--- src/rtl/wfg_stim_sweep_ctrl.sv ---
// Frequency-sweep sequencer for the sine stimulus core: steps the angular increment
// from start to stop, holding each value for a programmed number of accepted stream samples.
module wfg_stim_sweep_ctrl #(
    parameter int INCW   = 16,
    parameter int DWELLW = 16
) (
    input  logic              clk,
    input  logic              rst_n,
    input  logic              ctrl_en_q_i,
    input  logic [1:0]        ctrl_mode_q_i,
    input  logic [INCW-1:0]   start_val_q_i,
    input  logic [INCW-1:0]   stop_val_q_i,
    input  logic [INCW-1:0]   step_val_q_i,
    input  logic [DWELLW-1:0] dwell_val_q_i,
    input  logic              axis_tvalid_i,
    input  logic              axis_tready_i,
    output logic [INCW-1:0]   inc_val_o,
    output logic              sine_en_o,
    output logic              step_pulse_o,
    output logic              busy_o,
    output logic              done_o
);

    typedef enum logic [1:0] {
        IDLE = 2'd0,
        RUN  = 2'd1,
        DONE = 2'd2
    } state_t;

    localparam logic [1:0] MODE_LOOP = 2'd1;
    localparam logic [1:0] MODE_PING = 2'd2;

    state_t              state_q, state_d;
    logic [INCW-1:0]     cur_q, cur_d;
    logic [INCW-1:0]     target_q, target_d;
    logic                up_q, up_d;
    logic [DWELLW-1:0]   dwell_cnt_q, dwell_cnt_d;
    logic                pulse_d;

    logic [INCW-1:0]     start_q, stop_q, step_q;
    logic [DWELLW-1:0]   dwell_last_q;
    logic [1:0]          mode_q;

    logic                busy_q, done_q, pulse_q;
    logic                load;
    logic                accept;

    // One step toward the target in INCW+1 bits so overshoot and wrap both clamp to target.
    function automatic logic [INCW-1:0] step_toward(
        input logic [INCW-1:0] cur,
        input logic [INCW-1:0] step,
        input logic [INCW-1:0] target,
        input logic            up
    );
        logic [INCW:0] nxt;
        if (up) begin
            nxt = {1'b0, cur} + {1'b0, step};
            return (nxt > {1'b0, target}) ? target : nxt[INCW-1:0];
        end else begin
            nxt = {1'b0, cur} - {1'b0, step};
            return (nxt[INCW] || (nxt < {1'b0, target})) ? target : nxt[INCW-1:0];
        end
    endfunction

    assign load   = (state_q == IDLE) && ctrl_en_q_i;
    assign accept = axis_tvalid_i && axis_tready_i;

    always_comb begin
        // NOTE: every combinational output gets a default first, so no path can infer a latch.
        state_d     = state_q;
        cur_d       = cur_q;
        target_d    = target_q;
        up_d        = up_q;
        dwell_cnt_d = dwell_cnt_q;
        pulse_d     = 1'b0;

        unique case (state_q)
            IDLE: begin
                if (ctrl_en_q_i) begin
                    state_d     = RUN;
                    cur_d       = start_val_q_i;
                    target_d    = stop_val_q_i;
                    up_d        = (stop_val_q_i >= start_val_q_i);
                    dwell_cnt_d = '0;
                end
            end
            RUN: begin
                // Disable beats a same-cycle handshake: no advance on the way out.
                if (!ctrl_en_q_i) begin
                    state_d = IDLE;
                end else if (accept) begin
                    if (dwell_cnt_q == dwell_last_q) begin
                        dwell_cnt_d = '0;
                        if (cur_q != target_q) begin
                            cur_d   = step_toward(cur_q, step_q, target_q, up_q);
                            pulse_d = (cur_d != cur_q);
                        end else begin
                            case (mode_q)
                                MODE_LOOP: begin
                                    cur_d    = start_q;
                                    target_d = stop_q;
                                    up_d     = (stop_q >= start_q);
                                    pulse_d  = 1'b1;
                                end
                                MODE_PING: begin
                                    target_d = (target_q == stop_q) ? start_q : stop_q;
                                    up_d     = !up_q;
                                    cur_d    = step_toward(cur_q, step_q, target_d, up_d);
                                    pulse_d  = 1'b1;
                                end
                                default: state_d = DONE;
                            endcase
                        end
                    end else begin
                        dwell_cnt_d = dwell_cnt_q + DWELLW'(1);
                    end
                end
            end
            DONE: begin
                if (!ctrl_en_q_i) state_d = IDLE;
            end
            default: state_d = IDLE;
        endcase
    end

    // NOTE: sequential state uses non-blocking assignments so every flop samples pre-edge values.
    always_ff @(posedge clk or negedge rst_n) begin
        if (!rst_n) begin
            state_q     <= IDLE;
            cur_q       <= '0;
            target_q    <= '0;
            up_q        <= 1'b1;
            dwell_cnt_q <= '0;
            busy_q      <= 1'b0;
            done_q      <= 1'b0;
            pulse_q     <= 1'b0;
        end else begin
            state_q     <= state_d;
            cur_q       <= cur_d;
            target_q    <= target_d;
            up_q        <= up_d;
            dwell_cnt_q <= dwell_cnt_d;
            busy_q      <= (state_d == RUN);
            done_q      <= (state_d == DONE);
            pulse_q     <= pulse_d;
        end
    end

    // Configuration snapshot, taken only on IDLE -> RUN so mid-sweep writes are ignored.
    always_ff @(posedge clk or negedge rst_n) begin
        if (!rst_n) begin
            start_q      <= '0;
            stop_q       <= '0;
            step_q       <= '0;
            dwell_last_q <= '0;
            mode_q       <= '0;
        end else if (load) begin
            start_q      <= start_val_q_i;
            stop_q       <= stop_val_q_i;
            step_q       <= step_val_q_i;
            dwell_last_q <= (dwell_val_q_i == '0) ? '0 : dwell_val_q_i - DWELLW'(1);
            mode_q       <= ctrl_mode_q_i;
        end
    end

    assign inc_val_o    = cur_q;
    assign sine_en_o    = busy_q;
    assign busy_o       = busy_q;
    assign done_o       = done_q;
    assign step_pulse_o = pulse_q;

endmodule

--- config.mk ---
export PLATFORM = sky130hd
export DESIGN_NAME = wfg_stim_sweep_ctrl
export DESIGN_NICKNAME = d
export VERILOG_FILES = /design/src/rtl/wfg_stim_sweep_ctrl.sv
export SDC_FILE = /design/constraint.sdc
export NUM_CORES = 1
export LEC_CHECK = 0
export CAP_MARGIN = 25
export CORE_ASPECT_RATIO = 2
export CORE_MARGIN = 2
export CORE_UTILIZATION = 41
export CTS_BUF_LIST = sky130_fd_sc_hd__clkbuf_8 sky130_fd_sc_hd__clkbuf_16
export CTS_CLUSTER_DIAMETER = 40
export CTS_CLUSTER_SIZE = 20
export DETAILED_ROUTE_END_ITERATION = 8
export GPL_ROUTABILITY_DRIVEN = 1
export SETUP_SLACK_MARGIN = 0.5
export SYNTH_ARGS = -nofsm -noshare
export SYNTH_HDL_FRONTEND = slang
export SYNTH_SLANG_ARGS = --single-unit
--- constraint.sdc ---
create_clock -name clk -period 14.8 [get_ports clk]
set_input_delay 2.22 -clock clk [delete_from_list [all_inputs] [get_ports clk]]
set_output_delay 2.22 -clock clk [all_outputs]
set_load 0.1 [all_outputs]
==> impl_metrics.py <==
metrics = {
    "pwr": {
        "power.static_leakage_nw": 5.754,
        "combinational_group_share_of_total_power": 0.650,
        "total_switching_power_mw": 1.360,
        "power_frac_clock": 0.164,
        "internal_power_mw": 1.250,
        "vdd_drop_max_mv": 0.1239,
        "power_density_nw_per_um2": 202.1,
        "switching_share": 0.5210,
        "total_power_mw": 2.610,
        "p_seq_frac": 0.186,
    },
    "layout": {
        "most-common-layout-cells": "sky130_fd_sc_hd__nand2_1, sky130_fd_sc_hd__ha_1, sky130_fd_sc_hd__dfrtp_1",
        "final.fill_count": 2736,
        "layout.nets": 1633,
        "final_common_cell": "sky130_fd_sc_hd__nand2_1",
        "ratio_of_cells_with_drive_above_1_in_the_final_layout": 0.05128,
        "antennaDiodeCount": 0,
        "areaGrowthSynthToFinish_pct": 16.45,
        "regArea_um2": 3004,
        "instances_no_fill": 1791,
        "multi_input_area_um2": 7470,
    },
    "yosys": {
        "post_synth_instance_area_um2": 11090,
        "yosys_warning_count": 0,
        "yosys_most_used_dff": "sky130_fd_sc_hd__dfrtp_1",
        "avgSynthCellArea_um2": 8.138,
        "asyncSetResetFlopFracSynth": 1.000,
        "synth_cells": 1363,
        "yosysSeqAreaShare": 0.2708,
        "number_of_synthesized_flops_with_an_enable_pin": 0,
        "syn-num-nets": 1566,
        "yosysUniqueCellTypes": 76,
        "synth_seq_cells": 120,
    },
    "timing": {
        "report.final.slew_viol_count": 0,
        "final_hold_vios": 0,
        "period_needed_ns": 6.086,
        "final.setup.tns_ns": 0,
        "clock-skew-final_ns": 0.01158,
        "worst_pin_slew_ns": 1.071,
        "timing.fmax_mhz": 164.3,
        "layout_worst_path_cycle_share": 0.4112,
        "worst_slew_margin_rel": 0.2845,
        "setup_violations": 0,
        "rsz0062_at_grt": "no",
        "whs_ns": 0.4974,
    },
    "global_routing": {
        "grt_max_degree": 87,
        "vias_in_the_first_global_route": 10690,
        "globalRoute.busiestLayer": "met2",
        "grt_antenna_before_repair": 0,
        "grt_first_pass_wirelength_um": 61490,
        "grtUsageMet1": 0.2824,
        "groute.layer.met2.usage": 0.5358,
        "globalRouteMet3Util": 0.04335,
        "gr-total-overflow": 0,
        "grt.total_usage": 0.2909,
    },
    "floorplanning": {
        "placement_rows": 85,
        "floorplan.initialDensity": 0.4139,
        "dieArea_um2": 28470,
        "dieWidth_um": 120.3,
        "design.portCount": 91,
        "die_height_um": 236.6,
        "placeableCoreArea_um2": 26800,
    },
    "drt": {
        "vias": 10540,
        "drt_first_iter_violations": 827,
        "avgRoutedWirePerCell_um": 22.78,
        "drc": 0,
        "number_of_iterations_in_the_first_detailed_routing_pass": 5,
        "postRouteWirelength_um": 40790,
        "avgViaCountPerCell": 5.884,
        "ant_nets": 0,
    },
    "clock_network": {
        "cts_setup_buffers": 0,
        "cts.repair.resized": 0,
        "cts_inserted_buffers": 17,
        "clk_pin_slew_worst_paths_ns": 0.06,
        "cts_buffer_depth": 2,
        "cts.sinks": 120,
        "htreeDepth": 4,
        "tritoncts_clock_tree": "built",
        "clk_latency_ns": 0.44,
        "postCtsHoldBufs": 0,
        "cts_root_buf": "sky130_fd_sc_hd__clkbuf_16",
    },
    "placed_design": {
        "io_buffers": 90,
        "dp_hpwl_um": 32290,
        "gpl.final_weighted_congestion": 1.038,
        "place.detailed.instances": 1759,
    },
    "hold_path": {
        "hp-class": "reg -> reg",
    },
    "worst_setup_path": {
        "critical_path_required_ns": 15.11,
        "crit_path_end_kind": "flip-flop",
        "critPathKind": "reg -> reg",
        "startpoint_type_of_the_worst_setup_path": "flip-flop",
        "crit_path_max_fanout": 10,
        "timing.critical_path.arrival_ns": 6.40,
    },
    "status": {
        "outcome": "complete, no violations",
    },
    "run": {
        "max-cap-violations": 0,
    },
}
[flip-flops by register name, indices dropped and copies added (netlist names)]
register,count
dwell_cnt_q,16
step_pulse_o,1
busy_o,1
state_q,2
step_q,16
start_q,16
mode_q,2
done_o,1
inc_val_o,16
target_q,16
stop_q,16
dwell_last_q,16
up_q,1
[final timing paths]
path | depth (start not counted) | slack, ns | start | endpoint
max | 19 | 8.71 | inc_val_o[1] | step_pulse_o
min | 2 | 0.50 | dwell_last_q[9] | dwell_last_q[9]
max reg2reg | 19 | 8.71 | inc_val_o[1] | step_pulse_o
min reg2reg | 2 | 0.50 | dwell_last_q[9] | dwell_last_q[9]
max in group asynchronous | 2 | 11.53 | rst_n | inc_val_o[3]
min in group asynchronous | 1 | 1.87 | rst_n | step_q[14]
[power groups by stage]
| stage | clock network [mW] | logic (mW) | registers (mW) |
|---|---|---|---|
| 2_1_floorplan | 0 | 1.07 | 0.550 |
| 4_1_cts | 0.437 | 1.67 | 0.482 |
| 3_5_place_dp | 0 | 1.65 | 0.488 |
| 5_1_grt | 0.449 | 1.84 | 0.491 |
| 3_3_place_gp | 0 | 1.64 | 0.487 |
| 6_report | 0.429 | 1.70 | 0.485 |
[cell usage after synthesis, drive strengths merged, types with 29 or more instances]
master  count  share of area
xor2       49          0.039
ha        130           0.15
mux2i      36          0.032
nand2     171          0.059
a211oi     49          0.034
nor2      112          0.038
dfrtp     119           0.27
o21ai     119          0.054
a21oi      81          0.038
a21o       29          0.020
xnor2      62          0.049
inv       101          0.034
clkbuf     44          0.015
[layer usage]
layer / vias up / wire length [um] / part of all wire
li1: 4989 / - / -
met5: - / 0 / 0
met1: 5024 / 13690 / 0.34
met4: 0 / 3735 / 0.092
met3: 151 / 1704 / 0.042
met2: 375 / 21660 / 0.53
[area by class of cell]
cell class / count / share of cell area
clock buffers: 20 / 0.03613
clock inverters: 12 / 0.009590
inverters: 101 / 0.02935
multi-input cells: 1082 / 0.5783
flip-flops and latches: 120 / 0.2326
well taps: 348 / 0.03371
repair buffers: 108 / 0.08031
[critical path, stage by stage, from the launching register on]
cell and delay (ns):
sky130_fd_sc_hd__dfrtp_1 0.68, sky130_fd_sc_hd__ha_1 0.34, sky130_fd_sc_hd__nor2b_1 0.16, sky130_fd_sc_hd__o311ai_1 0.17, sky130_fd_sc_hd__a211oi_1 0.66, sky130_fd_sc_hd__a2111oi_1 0.22
sky130_fd_sc_hd__o31ai_1 0.32, sky130_fd_sc_hd__a21oi_1 0.13, sky130_fd_sc_hd__xnor2_1 0.43, sky130_fd_sc_hd__ha_1 0.34, sky130_fd_sc_hd__a21oi_1 0.18, sky130_fd_sc_hd__nor3b_1 0.26
sky130_fd_sc_hd__a31o_2 0.22, sky130_fd_sc_hd__or4b_1 0.70, sky130_fd_sc_hd__nand2_4 0.20, sky130_fd_sc_hd__nor2_1 0.06, sky130_fd_sc_hd__a311o_1 0.32, sky130_fd_sc_hd__a211oi_1 0.24
sky130_fd_sc_hd__and4_1 0.25, sky130_fd_sc_hd__a31oi_1 0.08
[cell families (layout without fill, tap and decap cells)]
logic type | count (synthesis) | count (layout) | share of synthesized area
AO/OA/AOI/OAI | 379 | 379 | 0.2215
XOR/XNOR | 111 | 111 | 0.08765
adder cells (fa/ha/maj) | 132 | 132 | 0.1503
buffers and inverters | 161 | 241 | 0.05832
flip-flops | 120 | 120 | 0.2708
multiplexers | 36 | 36 | 0.03249
AND/OR/NAND/NOR | 424 | 424 | 0.1789
[per-stage QoR]
step                      instance area, um2  utilization  worst slack [ns]
final                                  12920       0.4819             8.714
after global routing                   12920       0.4819             8.637
after CTS                              12920       0.4819             8.841
after detailed placement               12330       0.4599             8.882
after global placement                 12310       0.4595             8.898
after floorplan                        11090            -             9.501
Power figures use the tool's default switching activity.
